## config.mk

```make
export PLATFORM = sky130hd
export DESIGN_NAME = spi_master_flat
export DESIGN_NICKNAME = d
export VERILOG_FILES = /design/src/rtl/spi_pkg.sv /design/src/rtl/spi_master_if.sv /design/src/rtl/spi_sclk_gen.sv /design/src/rtl/spi_master.sv /design/src/flat_wrapper.sv
export SDC_FILE = /design/constraint.sdc
export NUM_CORES = 1
export LEC_CHECK = 0
export CORE_MARGIN = 2
export CORE_UTILIZATION = 53
export DETAILED_ROUTE_END_ITERATION = 8
export GPL_TIMING_DRIVEN = 0
export PLACE_DENSITY = 0.85
export SLEW_MARGIN = 10
export SYNTH_ARGS = -nofsm -noshare
export SYNTH_HDL_FRONTEND = slang
export SYNTH_SLANG_ARGS = --single-unit
```

## constraint.sdc

```tcl
create_clock -name P_CLK -period 2.05 [get_ports P_CLK]
set_input_delay 0.41 -clock P_CLK [delete_from_list [all_inputs] [get_ports P_CLK]]
set_output_delay 0.41 -clock P_CLK [all_outputs]
set_load 0.005 [all_outputs]
```

## src/rtl/spi_pkg.sv

```systemverilog
// Shared definitions for the SPI master slice.
//   spi_state_e : transfer sequencer states
//   SPI_CPOL    : serial clock idle level (mode 2: idles high)
//   SPI_CPHA    : data is valid before the leading (falling) edge
//   SPI_WORD_W  : bits per transfer
//   SPI_EDGES   : serial clock edges per transfer
//   max3()      : elaboration helper for sizing the shared wait counter
package spi_pkg;

  typedef enum logic [2:0] {
    IDLE,
    SETUP,
    TRANSFER,
    HOLD,
    GAP
  } spi_state_e;

  localparam logic        SPI_CPOL   = 1'b1;
  localparam logic        SPI_CPHA   = 1'b0;
  localparam int unsigned SPI_WORD_W = 8;
  localparam int unsigned SPI_EDGES  = 2 * SPI_WORD_W;

  function automatic int unsigned max3(input int unsigned a, input int unsigned b,
                                       input int unsigned c);
    int unsigned m;
    m = (a > b) ? a : b;
    return (m > c) ? m : c;
  endfunction

endpackage

```

## src/rtl/spi_master_if.sv

```systemverilog
// Byte-request and serial-bus signals of the SPI master.
//   i_TX_DV/i_TX_DATA  : request strobe and byte to send
//   o_TX_READY         : request is accepted in a cycle where this is high
//   o_RX_DV/o_RX_DATA  : received-byte strobe and held byte
//   S_CLK/o_SS/o_MOSI  : serial clock, active-low select, serial data out
//   i_MISO             : serial data in
// modport master : the SPI master's view; modport slave : everything around it.
interface spi_master_if;
  import spi_pkg::*;

  logic                  i_TX_DV;
  logic [SPI_WORD_W-1:0] i_TX_DATA;
  logic                  o_TX_READY;
  logic                  o_RX_DV;
  logic [SPI_WORD_W-1:0] o_RX_DATA;
  logic                  S_CLK;
  logic                  o_SS;
  logic                  o_MOSI;
  logic                  i_MISO;

  modport master (
    input  i_TX_DV, i_TX_DATA, i_MISO,
    output o_TX_READY, o_RX_DV, o_RX_DATA, S_CLK, o_SS, o_MOSI
  );

  modport slave (
    output i_TX_DV, i_TX_DATA, i_MISO,
    input  o_TX_READY, o_RX_DV, o_RX_DATA, S_CLK, o_SS, o_MOSI
  );

endinterface

```

## src/rtl/spi_sclk_gen.sv

```systemverilog
// Serial clock generator: half-bit counter that toggles a registered S_CLK
// every CLKS_PER_HALF_BIT cycles while enabled, and flags the cycle before
// each falling/rising edge so the caller can act on that same clock edge.
//   clk_i      : clock, rising edge
//   rst_i      : synchronous active-high reset
//   en_i       : count/toggle enable; when low the counter clears and S_CLK idles
//   sclk_o     : registered serial clock
//   fall_stb_o : S_CLK goes low on the next rising clk edge
//   rise_stb_o : S_CLK goes high on the next rising clk edge
module spi_sclk_gen
  import spi_pkg::*;
#(
  parameter int unsigned CLKS_PER_HALF_BIT = 2
) (
  input  logic clk_i,
  input  logic rst_i,
  input  logic en_i,
  output logic sclk_o,
  output logic fall_stb_o,
  output logic rise_stb_o
);

  localparam int unsigned     HB_W    = $clog2(CLKS_PER_HALF_BIT);
  localparam logic [HB_W-1:0] HB_LAST = HB_W'(CLKS_PER_HALF_BIT - 1);

  logic [HB_W-1:0] hb_cnt_q, hb_cnt_d;
  logic            sclk_q, sclk_d;
  logic            toggle;

  always_comb begin
    toggle   = en_i && (hb_cnt_q == HB_LAST);
    hb_cnt_d = '0;
    sclk_d   = SPI_CPOL;
    if (en_i) begin
      hb_cnt_d = toggle ? '0 : hb_cnt_q + 1'b1;
      sclk_d   = toggle ? ~sclk_q : sclk_q;
    end
  end

  always_ff @(posedge clk_i) begin
    if (rst_i) begin
      hb_cnt_q <= '0;
      sclk_q   <= SPI_CPOL;
    end else begin
      hb_cnt_q <= hb_cnt_d;
      sclk_q   <= sclk_d;
    end
  end

  assign sclk_o     = sclk_q;
  assign fall_stb_o = toggle && sclk_q;
  assign rise_stb_o = toggle && !sclk_q;

endmodule

```

## src/rtl/spi_master.sv

```systemverilog
// SPI master, mode CPOL=1/CPHA=0, one byte full duplex per transfer, MSB first.
// Sequence: IDLE -> SETUP -> TRANSFER -> HOLD -> GAP -> IDLE.
// Ports:
//   P_CLK  : clock, all logic on its rising edge
//   reset  : synchronous active-high reset (aborts any transfer)
//   bus    : spi_master_if.master (request/response handshake and serial pins)
// Build option:
//   SPI_MASTER_BURST_EN : when defined, a new request is also accepted during
//                         HOLD and chains straight into TRANSFER with o_SS held
//                         low; otherwise o_SS always deasserts between bytes.
module spi_master
  import spi_pkg::*;
#(
  parameter int unsigned CLKS_PER_HALF_BIT = 2,
  parameter int unsigned CS_SETUP_CLKS     = 2,
  parameter int unsigned CS_HOLD_CLKS      = 2,
  parameter int unsigned CS_IDLE_CLKS      = 2
) (
  input  logic             P_CLK,
  input  logic             reset,
  spi_master_if.master     bus
);

`ifdef SPI_MASTER_BURST_EN
  localparam logic BURST = 1'b1;
`else
  localparam logic BURST = 1'b0;
`endif

  localparam int unsigned       WAIT_W     = $clog2(max3(CS_SETUP_CLKS, CS_HOLD_CLKS, CS_IDLE_CLKS) + 1);
  localparam logic [WAIT_W-1:0] SETUP_LAST = WAIT_W'(CS_SETUP_CLKS - 1);
  localparam logic [WAIT_W-1:0] HOLD_LAST  = WAIT_W'(CS_HOLD_CLKS - 1);
  localparam logic [WAIT_W-1:0] GAP_LAST   = WAIT_W'(CS_IDLE_CLKS - 1);
  localparam logic [4:0]        EDGE_LAST  = 5'(SPI_EDGES);

  spi_state_e            state_q, state_d;
  logic [WAIT_W-1:0]     wait_q, wait_d;
  logic [4:0]            edge_q;
  logic [SPI_WORD_W-1:0] tx_q, rx_q, rx_data_q;
  logic                  rx_dv_q, ss_q, mosi_q;
  logic                  tx_ready, accept, sclk_en, xfer_done;
  logic                  sclk, fall_stb, rise_stb;

  spi_sclk_gen #(
    .CLKS_PER_HALF_BIT(CLKS_PER_HALF_BIT)
  ) u_sclk (
    .clk_i      (P_CLK),
    .rst_i      (reset),
    .en_i       (sclk_en),
    .sclk_o     (sclk),
    .fall_stb_o (fall_stb),
    .rise_stb_o (rise_stb)
  );

  // State register
  always_ff @(posedge P_CLK) begin
    if (reset) begin
      state_q <= IDLE;
      wait_q  <= '0;
    end else begin
      state_q <= state_d;
      wait_q  <= wait_d;
    end
  end

  // Next-state logic; wait_q counts cycles spent in the timed states
  always_comb begin
    state_d = state_q;
    unique case (state_q)
      IDLE:     if (accept) state_d = SETUP;
      SETUP:    if (wait_q == SETUP_LAST) state_d = TRANSFER;
      TRANSFER: if (xfer_done) state_d = HOLD;
      HOLD: begin
        if (accept)                  state_d = TRANSFER;
        else if (wait_q == HOLD_LAST) state_d = GAP;
      end
      GAP:      if (wait_q == GAP_LAST) state_d = IDLE;
      default:  state_d = IDLE;
    endcase
    wait_d = '0;
    if ((state_d == state_q) && (state_q inside {SETUP, HOLD, GAP}))
      wait_d = wait_q + 1'b1;
  end

  // FSM outputs
  always_comb begin
    tx_ready  = (state_q == IDLE) || (BURST && (state_q == HOLD));
    accept    = bus.i_TX_DV && tx_ready;
    // Clock stops once all edges are out; S_CLK is back at its idle level then.
    sclk_en   = (state_q == TRANSFER) && (edge_q != EDGE_LAST);
    xfer_done = (state_q == TRANSFER) && (edge_q == EDGE_LAST);
  end

  // Shift registers and registered pins
  always_ff @(posedge P_CLK) begin
    if (reset) begin
      edge_q    <= '0;
      tx_q      <= '0;
      rx_q      <= '0;
      rx_data_q <= '0;
      rx_dv_q   <= 1'b0;
      ss_q      <= 1'b1;
      mosi_q    <= 1'b1;
    end else begin
      rx_dv_q <= xfer_done;
      if (xfer_done) rx_data_q <= rx_q;

      if (state_q != TRANSFER)      edge_q <= '0;
      else if (fall_stb || rise_stb) edge_q <= edge_q + 5'd1;

      if (fall_stb) rx_q <= {rx_q[SPI_WORD_W-2:0], bus.i_MISO};

      // MSB goes out with the select; each following bit leaves on a rising
      // edge, except the last rising edge which has nothing left to send.
      if (accept) begin
        tx_q   <= bus.i_TX_DATA;
        mosi_q <= bus.i_TX_DATA[SPI_WORD_W-1];
        ss_q   <= 1'b0;
      end else if (rise_stb && (edge_q < 5'(SPI_EDGES - 1))) begin
        mosi_q <= tx_q[SPI_WORD_W-2];
        tx_q   <= {tx_q[SPI_WORD_W-2:0], 1'b0};
      end

      if ((state_q == HOLD) && (state_d == GAP)) begin
        ss_q   <= 1'b1;
        mosi_q <= 1'b1;
      end
    end
  end

  assign bus.o_TX_READY = tx_ready;
  assign bus.o_RX_DV    = rx_dv_q;
  assign bus.o_RX_DATA  = rx_data_q;
  assign bus.S_CLK      = sclk;
  assign bus.o_SS       = ss_q;
  assign bus.o_MOSI     = mosi_q;

endmodule

```

## src/flat_wrapper.sv

```systemverilog
// flat-port wrapper written by rule: the top's interface ports become plain ports
module spi_master_flat import spi_pkg::*;
#(
  parameter int unsigned CLKS_PER_HALF_BIT = 2,
  parameter int unsigned CS_SETUP_CLKS     = 2,
  parameter int unsigned CS_HOLD_CLKS      = 2,
  parameter int unsigned CS_IDLE_CLKS      = 2
)
  (P_CLK, reset, bus_i_TX_DV, bus_i_TX_DATA, bus_i_MISO, bus_o_TX_READY, bus_o_RX_DV, bus_o_RX_DATA, bus_S_CLK, bus_o_SS, bus_o_MOSI);
  spi_master_if bus_i ();
  input  logic P_CLK;
  input  logic reset;
  input wire logic [$bits(bus_i.i_TX_DV)-1:0] bus_i_TX_DV;
  input wire logic [$bits(bus_i.i_TX_DATA)-1:0] bus_i_TX_DATA;
  input wire logic [$bits(bus_i.i_MISO)-1:0] bus_i_MISO;
  output wire logic [$bits(bus_i.o_TX_READY)-1:0] bus_o_TX_READY;
  output wire logic [$bits(bus_i.o_RX_DV)-1:0] bus_o_RX_DV;
  output wire logic [$bits(bus_i.o_RX_DATA)-1:0] bus_o_RX_DATA;
  output wire logic [$bits(bus_i.S_CLK)-1:0] bus_S_CLK;
  output wire logic [$bits(bus_i.o_SS)-1:0] bus_o_SS;
  output wire logic [$bits(bus_i.o_MOSI)-1:0] bus_o_MOSI;
  assign bus_i.i_TX_DV = bus_i_TX_DV;
  assign bus_i.i_TX_DATA = bus_i_TX_DATA;
  assign bus_i.i_MISO = bus_i_MISO;
  assign bus_o_TX_READY = bus_i.o_TX_READY;
  assign bus_o_RX_DV = bus_i.o_RX_DV;
  assign bus_o_RX_DATA = bus_i.o_RX_DATA;
  assign bus_S_CLK = bus_i.S_CLK;
  assign bus_o_SS = bus_i.o_SS;
  assign bus_o_MOSI = bus_i.o_MOSI;
  spi_master #(.CLKS_PER_HALF_BIT(CLKS_PER_HALF_BIT), .CS_SETUP_CLKS(CS_SETUP_CLKS), .CS_HOLD_CLKS(CS_HOLD_CLKS), .CS_IDLE_CLKS(CS_IDLE_CLKS)) u_core (.P_CLK(P_CLK), .reset(reset), .bus(bus_i));
endmodule
```

# Word-level counts from Yosys, hierarchy flattened
# Cells that the tools add are included.
[classes]
addsub = 3
n_lt_le_gt_ge = 1
eq_ne = 10
n_mux = 11
bitwise_logic = 3
n_reduce_logical = 19
[ops]
columns = ["cell", "n"]
rows = [
  ["two-way mux 3 bit", 6],
  ["one-hot mux 3 bit (5 select lines)", 1],
  ["two-way mux 7 bit", 2],
  ["logical AND 1 bit", 9],
  ["OR reduction 2 bit", 4],
  ["== test 3 x 2 -> 1 bit, second input constant", 2],
  ["== test 3 bit, second input constant", 2],
  ["adder 5 x 1 -> 5 bit, second input constant", 1],
  ["== test 5 bit, second input constant", 1],
  ["less-than comparator 5 x 4 -> 1 bit, second input constant", 1],
  ["!= test 5 bit, second input constant", 1],
  ["== test 3 x 1 -> 1 bit, second input constant", 1],
  ["== test 3 bit", 1],
  ["zero test 3 bit", 1],
  ["!= test 3 x 2 -> 1 bit, second input constant", 1],
  ["inverter 1 bit", 3],
  ["nonzero test 3 bit", 1],
  ["OR reduction 3 bit", 1],
  ["adder 2 x 1 -> 2 bit, second input constant", 1],
  ["== test 2 x 1 -> 1 bit, second input constant", 1],
  ["two-way mux 1 bit", 2],
  ["nonzero test 2 bit", 1],
  ["adder 1 bit, second input constant", 1],
  ["zero test 1 bit", 1],
  ["logical OR 1 bit", 1],
]
[totals]
regBits = 38
in_bits = 12
out_inout_bits = 13
elab_cells = 58

# Depth between registers and ports, before layout
# Gate-level depths: netlist of the first run.
[depth]
ltp_word = 8
depth_mapped = 7
mapped_depth_nobuf = 6

# Modules after synthesis
# A second synthesis of the first run with hierarchy kept.
[hier_totals]
cells_unflattened = 184
area_unflattened_um2 = 1691.6
[modules_own_cells]
columns = ["module", "n_inst", "cells_per_inst", "area_per_inst_um2", "seq_area_each_um2"]
rows = [
  ["spi_master", 1, 176, 1612.8, 720.7],
  ["spi_sclk_gen", 1, 8, 78.8, 40.0],
]

# Least setup slack after synthesis of the first run
# Ideal clock, no wire load.
[synth_path]
kind = "reg2reg"
start = "register u_core.edge_q[0]"
end = "register u_core.tx_q[6]"
setup_ns = 0.103
t_arrival_ns = 1.542
required_ns = 1.947
slack_ns = 0.404
path_stages_with_launch = 8
path_cell_list = "dfxtp_1 > inv_1 > ha_1 > nand4bb_1 > buf_2 > nand3_4 > or2_4 > a2111oi_2"
[synth_via]
elab_chain_cells = 6
elab_cells_between_ends = 7
classes_between = "order compare (1); eq/ne (1); reduce/logical (5)"
[synth_rtl]
columns = ["item", "line", "text"]
rows = [
  ["start: declaration", "spi_master.sv:38", "logic [4:0] edge_q;"],
  ["start signal: assignment", "spi_master.sv:109", "else if (fall_stb || rise_stb) edge_q <= edge_q + 5'd1;"],
  ["parallel branches: the longest is 4 deep, another holds less-than comparator 5 x 4 -> 1 bit", "--", ""],
  ["logical AND 1 bit (*)", "spi_master.sv:119", "end else if (rise_stb && (edge_q < 5'(SPI_EDGES - 1))) begin"],
  ["nonzero test 2 bit (no source line) (*)", "--", ""],
  ["end signal: assignment", "spi_master.sv:116", "tx_q <= bus.i_TX_DATA;"],
  ["end signal: assignment", "spi_master.sv:121", "tx_q <= {tx_q[SPI_WORD_W-2:0], 1'b0};"],
  ["end: declaration", "spi_master.sv:39", "logic [SPI_WORD_W-1:0] tx_q, rx_q, rx_data_q;"],
]
# Every way passes the cells marked *.
# A chain may end at the register's enable or synchronous reset.

# Worst setup path in the final report of the first run
[layout_path]
start = "register u_core.state_q[2]"
end = "output port bus_o_TX_READY"
[layout_via]
elab_chain_cells = 1
[layout_rtl]
columns = ["item", "line", "text"]
rows = [
  ["start: declaration", "spi_master.sv:36", "spi_state_e state_q, state_d;"],
  ["start signal: assignment", "spi_master.sv:61", "state_q <= state_d;"],
  ["zero test 3 bit", "spi_master.sv:87", "tx_ready = (state_q == IDLE) || (BURST && (state_q == HOLD));"],
  ["end: declaration", "flat_wrapper.sv:16", "output wire logic [$bits(bus_i.o_TX_READY)-1:0] bus_o_TX_READY;"],
]
# No other way between the ends.

==> results of run 1 <==
[placed cells by master, fill, tap and decap left out, types with 2 or more instances in the layout]
cell	count
nand3_1	9
clkbuf_1	6
xor2_1	5
or3_1	2
nor3_1	10
nor2_1	30
dfxtp_1	38
nand4_1	3
mux2i_1	9
a21oi_1	12
buf_6	2
nand2_1	14
clkdlybuf4s50_1	24
clkbuf_4	5
nor4b_1	2
buf_2	4
ha_1	3
a2111oi_2	6
inv_1	3
[power breakdown]
group	internal [mW]	total [mW]	switching, mW	leakage, nW
clock network	0.166	0.412	0.246	0.0353
registers	0.758	0.768	0.00929	0.309
logic	0.0641	0.126	0.0622	0.399
total	0.989	1.31	0.317	0.743
[cell families (layout without fill, tap and decap cells)]
| group | Yosys count | after routing | synth area share, % |
|---|---|---|---|
| AND/OR/NAND/NOR | 85 | 85 | 27.6 |
| multiplexers | 9 | 9 | 5.39 |
| AO/OA/AOI/OAI | 23 | 23 | 11.3 |
| buffers and inverters | 15 | 47 | 4.79 |
| adder cells (fa/ha/maj) | 3 | 3 | 2.25 |
| XOR/XNOR | 6 | 6 | 3.14 |
| flip-flops | 38 | 38 | 45.5 |
[state kept, by name, indices dropped and copies added (netlist names)]
name                    flops
u_core.bus.o_RX_DATA        8
u_core.rx_q                 8
u_core.tx_q                 7
u_core.edge_q               5
u_core.state_q              3
u_core.wait_q               2
u_core.bus.o_MOSI           1
u_core.bus.o_RX_DV          1
u_core.bus.o_SS             1
u_core.u_sclk.hb_cnt_q      1
u_core.u_sclk.sclk_o        1
[worst max path at each step]
stage,start,to,slack [ps],depth (start not counted)
2_1_floorplan,u_core.edge_q[0],u_core.tx_q[6],400,7
3_3_place_gp,bus_i_TX_DV,u_core.tx_q[6],-140,4
3_5_place_dp,bus_i_TX_DV,u_core.tx_q[6],-150,4
4_1_cts,u_core.state_q[2],bus_o_TX_READY,60,3
5_1_grt,u_core.state_q[2],bus_o_TX_READY,20,3
6_report,u_core.state_q[2],bus_o_TX_READY,70,3
[per-stage QoR]
step / hold slack, ps / area, µm² / power (mW)
after floorplan: 397 / 1670 / 0.861
after global placement: 405 / 1970 / 0.906
after detailed placement: 419 / 1970 / 0.911
after CTS: 436 / 2030 / 1.32
after global routing: 464 / 2030 / 1.36
final: 429 / 2030 / 1.31
[cells in the mapped netlist]
library cell	count	area share, %
dfxtp_1	38	46
nor2_1	30	6.7
nand2_1	14	3.1
a21oi_1	12	3.6
nor3_1	11	3.3
mux2i_1	9	5.4
nand3_1	9	2.7
a2111oi_2	6	5.4
clkbuf_1	5	1.1
xor2_1	5	2.6
buf_2	4	1.2
ha_1	3	2.2
inv_1	3	0.67
nand4_1	3	1.1
buf_6	2	1.3
nor4b_1	2	1.0
or3_1	2	0.75
a2111oi_0	1	0.52
a21o_1	1	0.45
a311o_1	1	0.60
and2_1	1	0.37
and2_4	1	0.52
buf_4	1	0.45
nand2b_1	1	0.37
nand3_4	1	1.0
nand3b_1	1	0.45
nand4_2	1	0.75
nand4b_1	1	0.52
nand4bb_1	1	0.67
nor2b_1	1	0.37
nor3b_4	1	1.1
nor4b_2	1	0.90
nor4bb_1	1	0.60
o21a_1	1	0.45
o21ai_0	1	0.30
or2_4	1	0.52
or4b_1	1	0.60
xnor2_1	1	0.52
[routing by layer]
metal | wire, µm | share of wire [%]
met1 | 1430 | 42
met2 | 1770 | 52
met3 | 142 | 4.2
met4 | 77 | 2.3
met5 | 0 | 0
[layout make-up]
type                            instances  area [µm²]
Clock inverter                          1        5.00
Clock buffer                            7        55.1
Fill cell                             254         996
Tap cell                               44        55.1
Timing Repair Buffer                   24         240
Sequential cell                        38         761
Buffer                                 12        68.8
Inverter                                3        11.3
Multi-Input combinational cell        126         836
[what timing repair did]
item	CTS	global route
hold buffers	0	0
resized for setup	1	0
setup endpoints to repair	1	0
[critical path: stages, from the launching register on]
cell and delay [ps]:
dfxtp_1 330, buf_4 170, nor3_2 180, clkdlybuf4s50_1 530
==> results_dict.tcl, run 1 <==
set metrics [dict create \
    status "finished clean" \
    clock_path_buffers 2 \
    dieArea_um2 3620 \
    r2r-end "u_core.tx_q[5]" \
    crit_fanout 9 \
    max_slew_margin_pct 47.8 \
    wl_mm 3.42 \
    top_usage_layer "met2" \
    ir_worst_vdd_uv 388 \
    place_inst 247 \
    tns_ps 0 \
    diodes 0 \
    r2r_slack_ps 230 \
    ys_ff_latch 38 \
    rsz0062_at_grt "no" \
    fin_skew_ps 13.8 \
    place.gp.congestion 0.868 \
    clk_pin_slew_worst_paths_ps 110 \
    period_minus_slack_ps 1980 \
    die_y_um 60.2 \
    hp-class "flop to flop" \
    dpl.hpwl_mm 2.47 \
    syn2layout_area_growth_pct 21.6 \
    htree_levels 2 \
    layout_setup_ws_ps 73.4 \
    rr_startpoint "u_core.edge_q[0]" \
    port_buffers 24 \
    grt_pass1_wl_mm 5.62 \
    post_cts_buffers 0 \
    holdPathStages 1 \
    worstPathRequired_ps 1640 \
    wl_per_cell_um 13.4 \
    antenna_found_initial 0 \
    layout-drive-gt1-share_pct 12.8 \
    yosysUniqueCellTypes 38 \
    grt_start_max_net_pins 12 \
    met1_usage_pct 23.6 \
    start_util_pct 55.2 \
    cts.sinks 38 \
    p_per_area_nw_per_um2 643 \
    cts_tree "built" \
    grt_pass1_vias 1309 \
    grt_use_met3_pct 6.06 \
    use_met2_pct 36.3 \
    dr_total_vias 1368 \
    postLayoutCoreUtil_pct 67.1 \
    via_per_inst 5.36 \
    arrival_ps 1570 \
    synth_cells 179 \
    min_to "u_core.wait_q[0]" \
    reg2reg_depth 7 \
    slew_violations 0 \
    yosys_warnings 0 \
    grt_overflow 0 \
    syn_area_um2 1670 \
    critPathKind "flop to primary output" \
    start_kind "flop" \
    ys_seq_area_share_pct 45.5 \
    drt_iter0_drc 52 \
    layout.cells.non_filler 255 \
    worstSkewPairLatency_ps 360 \
    hold_viol 0 \
    synth_area_per_cell_um2 9.34 \
    finalSetupViolCount 0 \
    dp_worst_setup_slack_ps -146 \
    maxCapViolations 0 \
    ios 25 \
    cts_buffers 5 \
    drtPass1Iterations 4 \
    die_w_um 60.2 \
    drcViolationCount 0 \
    std_cell_rows 20 \
    root_buffer "clkbuf_4" \
    syn_nets 194 \
    min_from "u_core.wait_q[0]" \
    ant_nets 0 \
    leakagePower_nw 0.743 \
    core_um2 3030 \
    fmax_ghz 0.506 \
    crit_path_end_kind "primary output" \
    worstMarginPinSlew_ps 781 \
    nNetsFinal 225 \
    track_usage_pct 21.1 \
    fin_crit_sh_pct 96.4 \
]
Power figures use the tool's default switching activity.
==> run 2: changes to the inputs <==
- CORE_MARGIN: 2 -> unset
- HOLD_SLACK_MARGIN: unset -> 0.08
- PLACE_DENSITY: 0.85 -> 0.86
==> results_dict.tcl, run 2 (synthesized netlist as in run 1, its figures left out) <==
set metrics [dict create \
    cts.sinks 38 \
    top_usage_layer "met2" \
    slew_violations 0 \
    cp_cell_sequence "buf_4 -> nor3_2 -> clkdlybuf4s50_1" \
    post_cts_buffers 0 \
    start_util_pct 55.2 \
    via_per_inst 5.48 \
    worstMarginPinSlew_ps 815 \
    maxCapViolations 0 \
    crit_fanout 9 \
    hold_viol 0 \
    dieArea_um2 3380 \
    pwr-share-seq_pct 48.9 \
    use_met2_pct 33.8 \
    dr_total_vias 1397 \
    crit_path_end_kind "primary output" \
    core_um2 3030 \
    regArea_um2 761 \
    grt_pass1_vias 1214 \
    clk_pin_slew_worst_paths_ps 100 \
    most-common-layout-cells "38 x dfxtp_1, 30 x nor2_1, 24 x clkdlybuf4s50_1" \
    period_minus_slack_ps 1960 \
    syn2layout_area_growth_pct 24.6 \
    hp-class "flop to flop" \
    die_y_um 58.2 \
    wl_mm 3.26 \
    fmax_ghz 0.510 \
    nFillCells 236 \
    arrival_ps 1550 \
    total_power_mw 1.57 \
    postLayoutCoreUtil_pct 68.8 \
    multi_input_area_um2 836 \
    hold_ws_ps 425 \
    port_buffers 24 \
    track_usage_pct 21.2 \
    dp_worst_setup_slack_ps -145 \
    drt_iter0_drc 82 \
    ios 25 \
    combPwrFrac_pct 8.3 \
    clock_path_buffers 2 \
    crit_family "buffers and inverters" \
    rsz0062_at_grt "no" \
    antenna_found_initial 0 \
    drtPass1Iterations 4 \
    place.gp.congestion 0.749 \
    start_kind "flop" \
    leakagePower_nw 0.766 \
    layout-drive-gt1-share_pct 13.3 \
    root_buffer "clkbuf_4" \
    ir_worst_vdd_uv 419 \
    met1_usage_pct 26.1 \
    switching_share_pct 21.2 \
    grt_pass1_wl_mm 5.37 \
    grt_overflow 0 \
    power_frac_clock_pct 42.8 \
    finalSetupViolCount 0 \
    fin_crit_sh_pct 95.7 \
    cts_resized 1 \
    cts_buffers 5 \
    crit_path_top_delay_cell "clkdlybuf4s50_1" \
    die_w_um 58.2 \
    layout_commonest_cell "dfxtp_1" \
    fin_skew_ps 15.1 \
    wl_per_cell_um 12.8 \
    critPathKind "flop to primary output" \
    power_switching_mw 0.332 \
    cts.hold.buffers_added 0 \
    worstSkewPairLatency_ps 350 \
    nNetsFinal 225 \
    slowest_delay_ps 530 \
    htree_levels 2 \
    drcViolationCount 0 \
    p_per_area_nw_per_um2 753 \
    grt_start_max_net_pins 13 \
    max_slew_margin_pct 45.5 \
    grt_use_met3_pct 6.25 \
    ant_nets 0 \
    status "finished clean" \
    cts_tree "built" \
    tns_ps 0 \
    std_cell_rows 20 \
    diodes 0 \
    worstPathRequired_ps 1640 \
    dpl.hpwl_mm 2.24 \
    path_buf_inv 2 \
    p_int_mw 1.24 \
    layout_setup_ws_ps 88.8 \
]
==> run 2: per-stage QoR <==
stage,cell area [µm²],cells
2_1_floorplan,1670,179
3_3_place_gp,1970,247
3_5_place_dp,1970,247
4_1_cts,2080,255
5_1_grt,2080,255
6_report,2080,255
==> run 2: worst register-to-register path: cells and delay by family (launching register included) <==
kind                       cells  cell delay, ps
AOI/OAI and AO/OA              1             320
and+or+nand+nor                3             580
DFF                            1             370
adders and majority gates      1             210
buffers and inverters          2             280
==> run 2: cell type report <==
cell class | count | area share, %
Multi-Input combinational cell | 126 | 40.1
Sequential cell | 38 | 36.5
Clock inverter | 2 | 2.88
Inverter | 3 | 0.541
Timing Repair Buffer | 24 | 11.5
Buffer | 12 | 3.30
Clock buffer | 6 | 2.46
Tap cell | 44 | 2.64
==> run 2: path summary, 6_finish.rpt <==
kind / from / endpoint / slack, ps / cells after the start
max reg2reg: u_core.edge_q[0] / u_core.tx_q[5] / 200 / 7
max: u_core.state_q[2] / bus_o_TX_READY / 90 / 3
min reg2reg: u_core.wait_q[0] / u_core.wait_q[0] / 430 / 1
min: u_core.wait_q[0] / u_core.wait_q[0] / 430 / 1
==> run 2: power by group through the flow <==
stage	clock network (mW)	logic, mW	registers [mW]
floorplan	0	0.0785	0.783
global placement	0	0.124	0.783
detailed placement	0	0.126	0.784
CTS	0.680	0.129	0.767
global route	0.708	0.141	0.769
finish	0.671	0.130	0.767
==> run 2: layer usage <==
layer / wire (µm) / vias to the layer above
met2: 1600 / 34
li1: - / 689
met5: 0 / -
met4: 93 / 0
met3: 136 / 8
met1: 1430 / 666
==> run 3: changes to the inputs <==
- GPL_TIMING_DRIVEN: 0 -> 1
==> results_dict.tcl, run 3 (synthesized netlist as in run 1, its figures left out) <==
set metrics [dict create \
    pwr-share-seq_pct 61.0 \
    grt_pass1_vias 1290 \
    max_slew_margin_pct 73.7 \
    p_per_area_nw_per_um2 629 \
    std_cell_rows 20 \
    via_per_inst 5.39 \
    wl_mm 3.15 \
    tns_ps 0 \
    worstMarginPinSlew_ps 389 \
    ant_nets 0 \
    layout-drive-gt1-share_pct 13.5 \
    core_um2 3030 \
    switching_share_pct 23.1 \
    grt_overflow 0 \
    nNetsFinal 223 \
    diodes 0 \
    critPathKind "flop to primary output" \
    fin_crit_sh_pct 95.7 \
    p_int_mw 0.979 \
    ios 25 \
    antenna_found_initial 0 \
    syn2layout_area_growth_pct 21.1 \
    cts_buffers 5 \
    leakagePower_nw 0.745 \
    grt_start_max_net_pins 30 \
    maxCapViolations 0 \
    port_buffers 24 \
    hold_viol 0 \
    clk_pin_slew_worst_paths_ps 90 \
    finalSetupViolCount 0 \
    drtPass1Iterations 4 \
    combPwrFrac_pct 9.5 \
    die_w_um 58.2 \
    root_buffer "clkbuf_4" \
    start_util_pct 55.2 \
    total_power_mw 1.27 \
    slew_violations 0 \
    place_inst 241 \
    crit_path_end_kind "primary output" \
    holdPathStages 1 \
    status "finished clean" \
    cts_tree "built" \
    clock_path_buffers 2 \
    fmax_ghz 0.509 \
    layout_commonest_cell "dfxtp_1" \
    dpl.hpwl_mm 2.32 \
    reg2reg_depth 4 \
    track_usage_pct 21.4 \
    period_minus_slack_ps 1960 \
    most-common-layout-cells "38 x dfxtp_1, 30 x nor2_1, 24 x clkdlybuf4s50_1" \
    power_switching_mw 0.294 \
    layout.cells.non_filler 251 \
    cts_resized 0 \
    worstSkewPairLatency_ps 340 \
    cts.sinks 38 \
    start_kind "flop" \
    die_y_um 58.2 \
    drt_iter0_drc 54 \
    htree_levels 2 \
    crit_fanout 9 \
    dieArea_um2 3380 \
    arrival_ps 1550 \
    dr_total_vias 1354 \
    ir_worst_vdd_uv 350 \
    worstPathRequired_ps 1640 \
    drcViolationCount 0 \
    hp-class "flop to flop" \
    nFillCells 242 \
    grt_pass1_wl_mm 5.42 \
    cts.hold.buffers_added 0 \
    fin_skew_ps 10.4 \
    rsz0062_at_grt "no" \
    place.gp.congestion 0.759 \
    wl_per_cell_um 12.5 \
    power_frac_clock_pct 29.6 \
    post_cts_buffers 0 \
]
run 3: worst max-delay path, stage by stage (launching register included):
cell,delay [ps]
dfxtp_1,420
nor3_1,260
clkdlybuf4s50_1,550
run 3: per-layer routing:
| metal | global-route usage, % | share of wire [%] | vias to the layer above |
|---|---|---|---|
| li1 | - | - | 683 |
| met1 | 23.8 | 43 | 642 |
| met2 | 36.8 | 52 | 20 |
| met3 | 4.69 | 2.5 | 9 |
| met4 | 13.6 | 2.7 | 0 |
| met5 | 0 | 0 | - |
run 3: per-stage QoR:
step,hold slack [ps],utilization (%),setup slack (ps),area (µm²)
after global placement,405,64.2,254,1940
after detailed placement,414,64.2,136,1940
final,424,66.9,87.2,2020
after floorplan,397,-,404,1670
after global routing,448,66.9,15.6,2020
after CTS,429,65.9,62.8,1990
run 3: area by class of cell:
class,count,area [µm²],area share (%)
multi-input cells,126,831,41.0
flip-flops and latches,38,761,37.6
repair buffers,34,315,15.6
well taps,44,55.1,2.72
clock buffers,6,51.3,2.53
inverters,3,11.3,0.556
run 3: final timing paths:
check	slack, ps	start	to
worst max register to register	210	u_core.state_q[1]	u_core.tx_q[1]
worst min-delay path	420	u_core.wait_q[0]	u_core.wait_q[0]
worst max-delay path	90	u_core.state_q[2]	bus_o_TX_READY
worst min register to register	420	u_core.wait_q[0]	u_core.wait_q[0]
run 3: power groups by stage:
stage               logic, mW  registers (mW)  clock network [mW]
floorplan              0.0785           0.783                   0
finish                  0.121           0.776               0.376
global route            0.132           0.779               0.418
CTS                     0.118           0.776               0.387
global placement        0.112           0.792                   0
detailed placement      0.118           0.793                   0
